## config.mk

```make
export PLATFORM = sky130hd
export DESIGN_NAME = bus_copy_master
export DESIGN_NICKNAME = d
export VERILOG_FILES = /design/src/rtl/bus_copy_master.sv
export SDC_FILE = /design/constraint.sdc
export NUM_CORES = 1
export LEC_CHECK = 0
export BUFFER_PORTS_ARGS = -buffer_cell sky130_fd_sc_hd__buf_2
export CAP_MARGIN = 30
export CORE_MARGIN = 2
export CORE_UTILIZATION = 54
export CTS_BUF_LIST = sky130_fd_sc_hd__clkbuf_4
export CTS_CLUSTER_DIAMETER = 50
export DETAILED_ROUTE_END_ITERATION = 7
export GPL_TIMING_DRIVEN = 0
export MAX_ROUTING_LAYER = met4
export PLACE_DENSITY_LB_ADDON = 0.05
export SYNTH_ARGS = -nofsm -noshare
export SYNTH_HDL_FRONTEND = slang
export SYNTH_SLANG_ARGS = --single-unit
```

## constraint.sdc

```tcl
create_clock -name clk -period 3.9 [get_ports clk]
set_input_delay 0 -clock clk [delete_from_list [all_inputs] [get_ports clk]]
set_output_delay 0 -clock clk [all_outputs]
set_load 0.05 [all_outputs]
```

## src/rtl/bus_copy_master.sv

```systemverilog
// -----------------------------------------------------------------------------
// bus_copy_master
//
// Bus initiator for the single-master BUS interconnect. Copies a block of
// `len` DATA_W-bit words from src_addr to dst_addr, one read followed by one
// write per word, in ascending address order. All outputs are registered.
//
// Ports
//   clk        in   1       rising-edge clock
//   reset      in   1       synchronous, active-high reset
//   start      in   1       command strobe, only looked at while idle
//   src_addr   in   ADDR_W  first source word address
//   dst_addr   in   ADDR_W  first destination word address
//   len        in   LEN_W   number of words to copy (0 = immediate done)
//   busy       out  1       high from the cycle after an accepted start through the done cycle
//   done       out  1       one-cycle completion pulse
//   m_req      out  1       bus request to arbiter
//   m_grant    in   1       bus grant from arbiter
//   m_wr       out  1       1 = write, 0 = read
//   m_addr     out  ADDR_W  bus address
//   m_dout     out  DATA_W  write data
//   m_din      in   DATA_W  read data, valid the cycle after the read address
//
// Optional feature (macro BUS_COPY_MASTER_FILL_EN):
//   fill       in   1       1 = write fill_data to every destination word, no reads
//   fill_data  in   DATA_W  pattern to write; sampled together with start
// -----------------------------------------------------------------------------
module bus_copy_master #(
    parameter int ADDR_W = 16,
    parameter int DATA_W = 64,
    parameter int LEN_W  = 8
) (
    input  logic              clk,
    input  logic              reset,
    input  logic              start,
    input  logic [ADDR_W-1:0] src_addr,
    input  logic [ADDR_W-1:0] dst_addr,
    input  logic [LEN_W-1:0]  len,
`ifdef BUS_COPY_MASTER_FILL_EN
    input  logic              fill,
    input  logic [DATA_W-1:0] fill_data,
`endif
    output logic              busy,
    output logic              done,
    output logic              m_req,
    input  logic              m_grant,
    output logic              m_wr,
    output logic [ADDR_W-1:0] m_addr,
    output logic [DATA_W-1:0] m_dout,
    input  logic [DATA_W-1:0] m_din
);

    typedef enum logic [2:0] {
        S_IDLE,
        S_REQ,
        S_READ,
        S_CAPT,
        S_WRITE,
        S_DONE
    } state_t;

    state_t              state_q;
    logic [ADDR_W-1:0]   src_q;
    logic [ADDR_W-1:0]   dst_q;
    logic [LEN_W-1:0]    len_q;
    logic [LEN_W-1:0]    index_q;
    logic [LEN_W-1:0]    index_d;
    logic [DATA_W-1:0]   buf_q;
    logic                busy_q;
    logic                done_q;
    logic                m_req_q;
    logic                m_wr_q;
    logic [ADDR_W-1:0]   m_addr_q;
    logic [DATA_W-1:0]   m_dout_q;
`ifdef BUS_COPY_MASTER_FILL_EN
    logic                fill_q;
`endif

    // Word index after the current write retires.
    assign index_d = index_q + LEN_W'(1);

    // NOTE: all state lives in one clocked block and uses non-blocking
    // assignments, so every branch reads the pre-edge value of every register.
    always_ff @(posedge clk) begin
        if (reset) begin
            state_q  <= S_IDLE;
            src_q    <= '0;
            dst_q    <= '0;
            len_q    <= '0;
            index_q  <= '0;
            buf_q    <= '0;
            busy_q   <= 1'b0;
            done_q   <= 1'b0;
            m_req_q  <= 1'b0;
            m_wr_q   <= 1'b0;
            m_addr_q <= '0;
            m_dout_q <= '0;
`ifdef BUS_COPY_MASTER_FILL_EN
            fill_q   <= 1'b0;
`endif
        end else begin
            // done is a pulse: only the transition into DONE raises it.
            done_q <= 1'b0;

            case (state_q)
                S_IDLE: begin
                    if (start) begin
                        busy_q <= 1'b1;
                        if (len != '0) begin
                            src_q   <= src_addr;
                            dst_q   <= dst_addr;
                            len_q   <= len;
                            index_q <= '0;
                            m_req_q <= 1'b1;
                            state_q <= S_REQ;
`ifdef BUS_COPY_MASTER_FILL_EN
                            fill_q  <= fill;
                            if (fill) buf_q <= fill_data;
`endif
                        end else begin
                            // Empty command completes without touching the bus.
                            done_q  <= 1'b1;
                            state_q <= S_DONE;
                        end
                    end
                end

                S_REQ: begin
                    if (m_grant) begin
`ifdef BUS_COPY_MASTER_FILL_EN
                        if (fill_q) begin
                            m_wr_q   <= 1'b1;
                            m_addr_q <= dst_q;
                            m_dout_q <= buf_q;
                            state_q  <= S_WRITE;
                        end else begin
                            m_addr_q <= src_q;
                            state_q  <= S_READ;
                        end
`else
                        m_addr_q <= src_q;
                        state_q  <= S_READ;
`endif
                    end
                end

                // Read address is on the bus; without grant everything holds.
                S_READ: begin
                    if (m_grant) state_q <= S_CAPT;
                end

                // The slave select is registered, so data for the address
                // issued in READ arrives now, regardless of grant.
                S_CAPT: begin
                    buf_q    <= m_din;
                    m_wr_q   <= 1'b1;
                    m_addr_q <= dst_q + ADDR_W'(index_q);
                    m_dout_q <= m_din;
                    state_q  <= S_WRITE;
                end

                S_WRITE: begin
                    if (m_grant) begin
                        index_q <= index_d;
                        if (index_d == len_q) begin
                            done_q   <= 1'b1;
                            m_req_q  <= 1'b0;
                            m_wr_q   <= 1'b0;
                            m_addr_q <= '0;
                            m_dout_q <= '0;
                            state_q  <= S_DONE;
`ifdef BUS_COPY_MASTER_FILL_EN
                        end else if (fill_q) begin
                            m_addr_q <= dst_q + ADDR_W'(index_d);
`endif
                        end else begin
                            m_wr_q   <= 1'b0;
                            m_addr_q <= src_q + ADDR_W'(index_d);
                            m_dout_q <= '0;
                            state_q  <= S_READ;
                        end
                    end
                end

                S_DONE: begin
                    busy_q  <= 1'b0;
                    state_q <= S_IDLE;
                end

                default: state_q <= S_IDLE;
            endcase
        end
    end

    assign busy   = busy_q;
    assign done   = done_q;
    assign m_req  = m_req_q;
    assign m_wr   = m_wr_q;
    assign m_addr = m_addr_q;
    assign m_dout = m_dout_q;

endmodule

```

Word-level counts from Yosys, hierarchy flattened:

Cells that the tools add are included.

* register bits after elaboration: 135
* latch bits: 0
* RAM bits: 0
* ROM bits: 0
* input bits: 108
* memories kept: 0

* add/subtract/negate cells: 3
* multiply operators: 0
* div/mod/pow operators: 0
* magnitude comparators: 0
* equality and inequality tests: 12
* shifts and indexed selects: 0
* multiplexer cells: 31
* bitwise logic cells: 0
* reductions and logical operators: 13

Operators by type and width (number)
* case mux 64 bit (2 select lines): 1
* two-way mux 64 bit: 1
* two-way mux 16 bit: 3
* case mux 16 bit (3 select lines): 1
* adder 16 x 8 -> 16 bit: 2
* two-way mux 8 bit: 3
* two-way mux 3 bit: 6
* case mux 8 bit (2 select lines): 1
* case mux 3 bit (5 select lines): 1
* != test 2 bit, second input constant: 6
* two-way mux 1 bit: 10
* adder 8 x 1 -> 8 bit, second input constant: 1
* == test 8 bit: 1
* case mux 1 bit (2 select lines): 4
* AND reduction 4 bit: 2
* nonzero test 8 bit: 1
* == test 3 x 2 -> 1 bit, second input constant: 2
* == test 3 bit, second input constant: 2
* AND reduction 3 bit: 2
* nonzero test 2 bit: 3
* AND reduction 5 bit: 1
* AND reduction 2 bit: 2
* == test 3 x 1 -> 1 bit, second input constant: 1
* zero test 3 bit: 1
* nonzero test 3 bit: 1

Longest topological paths before layout:

* word-level depth: 5
* gate-level depth with buffers: 13
* mapped depth without buffers: 12

Worst setup path before layout:

OpenSTA, ideal clock, no wires.

* path type: register to register
* from: register index_q[1]
* to: register m_addr_q[13], in the netlist m_addr[13]
* arrival time: 2654 ps
* required time: 3830 ps
* setup slack: 1175 ps
* stages on the path, launching flop included: 14
* buffers on the path: 1
* cell sequence: dfxtp_1 -> ha_1 -> and3_4 -> and3_4 -> buf_6 -> xor2_1 -> ha_1 -> a41oi_1 -> o22ai_1 -> a21oi_1 -> nor3_1 -> xor2_1 -> nand3_1 -> a21oi_1

* longest elaborated chain between the ends: 5
* elaborated cells on any way between the ends: 7
* classes of those cells: 3 x add/sub; 1 x eq/ne; 3 x mux

RTL lines
* start: declaration: RTL line 66 `logic [LEN_W-1:0] index_q;`
* start signal: assignment: RTL line 164 `index_q <= index_d;`
* adder 8 x 1 -> 8 bit: RTL line 80 `assign index_d = index_q + LEN_W'(1);`
* adder 16 x 8 -> 16 bit / == test 8 bit (equally long branches): RTL line 178, 165
* two-way mux 16 bit: RTL line 165 `if (index_d == len_q) begin`
* two-way mux 16 bit: RTL line 163 `if (m_grant) begin`
* case mux 16 bit (3 select lines) *: RTL line 105 `case (state_q)`
* end signal: assignment: RTL line 141 `m_addr_q <= src_q;`
* end signal: assignment: RTL line 157 `m_addr_q <= dst_q + ADDR_W'(index_q);`
* end signal: assignment: RTL line 178 `m_addr_q <= src_q + ADDR_W'(index_d);`
* end: declaration: RTL line 73 `logic [ADDR_W-1:0] m_addr_q;`

Every way passes the cells marked *; elsewhere a longest branch is shown, timed or not. The select of a mux whose other input is x is not followed.
A chain may end at the register's enable or synchronous reset.

Worst setup path after layout:

* from: register index_q[0]
* to: register m_addr_q[12], in the netlist m_addr[12]

Same word-level chain as after synthesis.

==> run metrics <==
status complete, but fails checks; violated checks design-rule violations; Final Hold Viols 0; IO buf count 190; Root Driver clkbuf_4; register bit count reported by yosys about 140; setup ws final approximately 0.68 ns; pre-CTS WS approximately 0.8 ns; post-route cell area about 0.0089 mm2; Clock Tree Buf Depth 2; Reg clk slew, reported paths ~0.12 ns; Synth Net Count approximately 960; R2R depth 13; clk sinks ~140; H-tree depth 4; antenna cells 0; full die area 0.0128 mm2; Synth Instances ~830; cell-internal power between 2 and 2.5 mW; Max Fclk 0.310 GHz; Filler cells 919; Slew Limit Fails 0; worst slew pin tran between 0.9 and 1 ns; number of flops mapped to enable cells by yosys 0; CP Launch Point index_q[0]$_SDFFE_PP0P_; pwr dens 341 mW/mm2; Layout area overhead 38.8%; Peak VDD IR 0.248 mV; Synth area leaders dfxtp_1, a21oi_1, nand2_1; Commonest cells post-synth nand2_1, a21oi_1, dfxtp_1; vias in the first global route ~6,700; crit-path leading delay family compound AO/OA/AOI/OAI gates; first-pass GRT wire length about 33 mm; worst hold slack around 0.2 ns; Placed Instances 1,166; RSZ-0062 raised after global routing no; Reg area between 0.002 and 0.003 mm2; register area share after synthesis 0.422; pin count of the biggest net entering global routing 17; min-delay src reset; Die Y around 110 um; top-count cell post-synth nand2_1; Hold Path Class primary input to flop; ys flop type dfxtp_1; Syn Area/Cell roughly 7.7 um2; Netlist Area Pre-Place 0.00641 mm2; Die W approximately 110 um; Slowest-stage cell, CP dfxtp_1; Final Cycle Share 0.826; post-synthesis async set-or-reset flop share 0; Tot Pwr 3.04 mW; clock power share 0.313; Max transition margin 0.318; Yosys cell types 52; combinational fraction of design power 0.196; Stages on worst setup path 13; DRT Pass-1 Iters 7; routed vias/inst between 5 and 6; initial antenna violation count 0; grt total ovfl 0; Syn. warnings 0; DRT Wirelength approximately 21 mm; Final setup viols 0; Site Rows 39; fin crit period ~3.2 ns; gpl congestion roughly 0.9; Sw Share 0.303; required time of the critical path 4.39 ns; Cell Count, Final, Fillers Out ~1,300; crit path kind flop to flop; largest area contributor in the netlist dfxtp_1; Core ar. 0.0115 mm2; Detail Route Antenna Nets 0; # DRC 11; DR vias between 7,000 and 8,000; Worst Path Buf+Inv 2; initial DRC count between 600 and 700; post-detail-place hpwl 13.7 mm; critical path capture point type flop; Skew-Pair Late Insertion Delay about 0.56 ns; WP data arrival 3.71 ns; total CTS buffers 17; # IOs 192; layout cells sized above 1 0.193; crit start category flop; Clock Skew 0.0187 ns; setup TNS 0 ns; sequential power share 0.491; Initial Utilization 0.557; largest fanout on the critical path 6; post-CTS setup buffers 0; Yosys top cell area share 0.422; CTS tree built; Multi-input gate area about 0.0034 mm2; Crit path largest cell delay ~0.48 ns; total leakage power about 3.8 nW; NetSw 921 uW; final core utilization 0.772; layout net count between 1,000 and 1,500; hold path cells 3; Worst R2R Start index_q[0]$_SDFFE_PP0P_; Max Cap Violations 0; wire per inst approximately 16 um; worst-path cell chain ha_1, and3_4, and3_4, buf_6, xor2_1, ha_1, inv_1, a211o_1, a31oi_1, nand3_1, xnor2_1, nand2_1, a21oi_1; placed cell areas 0.00754 mm2; total track usage 0.333
-- layout by cell type (no fill, tap or decap), types with 21 or more instances in the layout --
cell type,count
buf_2,193
o21ai_0,21
xor2_1,21
a21oi_1,143
nor2_1,48
nand3_1,74
dfxtp_1,135
nand2_1,169
clkbuf_1,53
dlygate4sd3_1,107
-- power by group through the flow --
| stage | Clock (mW) | Combinational (mW) | Sequential [mW] |
|---|---|---|---|
| 6_report | 0.949 | 0.595 | 1.49 |
| 3_5_place_dp | 0 | 0.500 | 1.52 |
| 3_3_place_gp | 0 | 0.495 | 1.52 |
| 2_1_floorplan | 0 | 0.232 | 1.61 |
| 5_1_grt | 1.01 | 0.646 | 1.50 |
| 4_1_cts | 0.958 | 0.583 | 1.49 |
-- routing by layer --
layer | GRT usage | vias to the layer above | part of all wire
met2 | 0.550 | 294 | 0.48
met3 | 0.0573 | 54 | 0.071
li1 | - | 3511 | -
met4 | 0.137 | 0 | 0.030
met1 | 0.407 | 3299 | 0.42
met5 | - | - | 0
-- area by class of cell --
type / instances / area share
clock inverters: 13 / 0.0153
inverters: 12 / 0.00506
repair buffers: 298 / 0.228
plain buffers: 61 / 0.0269
multi-input cells: 624 / 0.385
flip-flops and latches: 135 / 0.304
clock buffers: 19 / 0.0160
well taps: 143 / 0.0201
-- cells by family after synthesis --
group / count (synthesis) / share of synthesized area
simple gates: 350 / 0.244
compound gates: 209 / 0.186
flops: 135 / 0.422
buf+inv: 73 / 0.0443
xor+xnor: 41 / 0.0560
fa+ha+maj: 22 / 0.0453
mux: 2 / 0.00312
-- sequential cells by signal, summed over array words and instances, names as in the netlist --
signal,cells
busy,1
done,1
dst_q,16
index_q,8
len_q,8
m_addr,16
m_dout,64
m_req,1
m_wr,1
src_q,16
state_q,3
-- worst paths after layout --
check | to | slack (ns)
worst max register to register | m_addr[12]$_SDFFE_PP0P_ | 0.68
worst max-delay path | m_addr[12]$_SDFFE_PP0P_ | 0.68
worst min-delay path | m_dout[12]$_SDFFE_PP0P_ | 0.20
worst min register to register | dst_q[11]$_SDFFE_PP0P_ | 0.47
-- what timing repair did --
item                                    in CTS  in global routing
hold buffers                               107                  0
resized for setup                            0                  0
endpoints found under the setup margin       0                  0
hold endpoints to repair                   110                  0
-- worst min-delay path: cells and delay by family --
| kind | cells | cell delay [ns] |
|---|---|---|
| AOI/OAI and AO/OA | 1 | 0.15 |
| buffers and inverters | 2 | 0.57 |
Power figures use the tool's default switching activity.
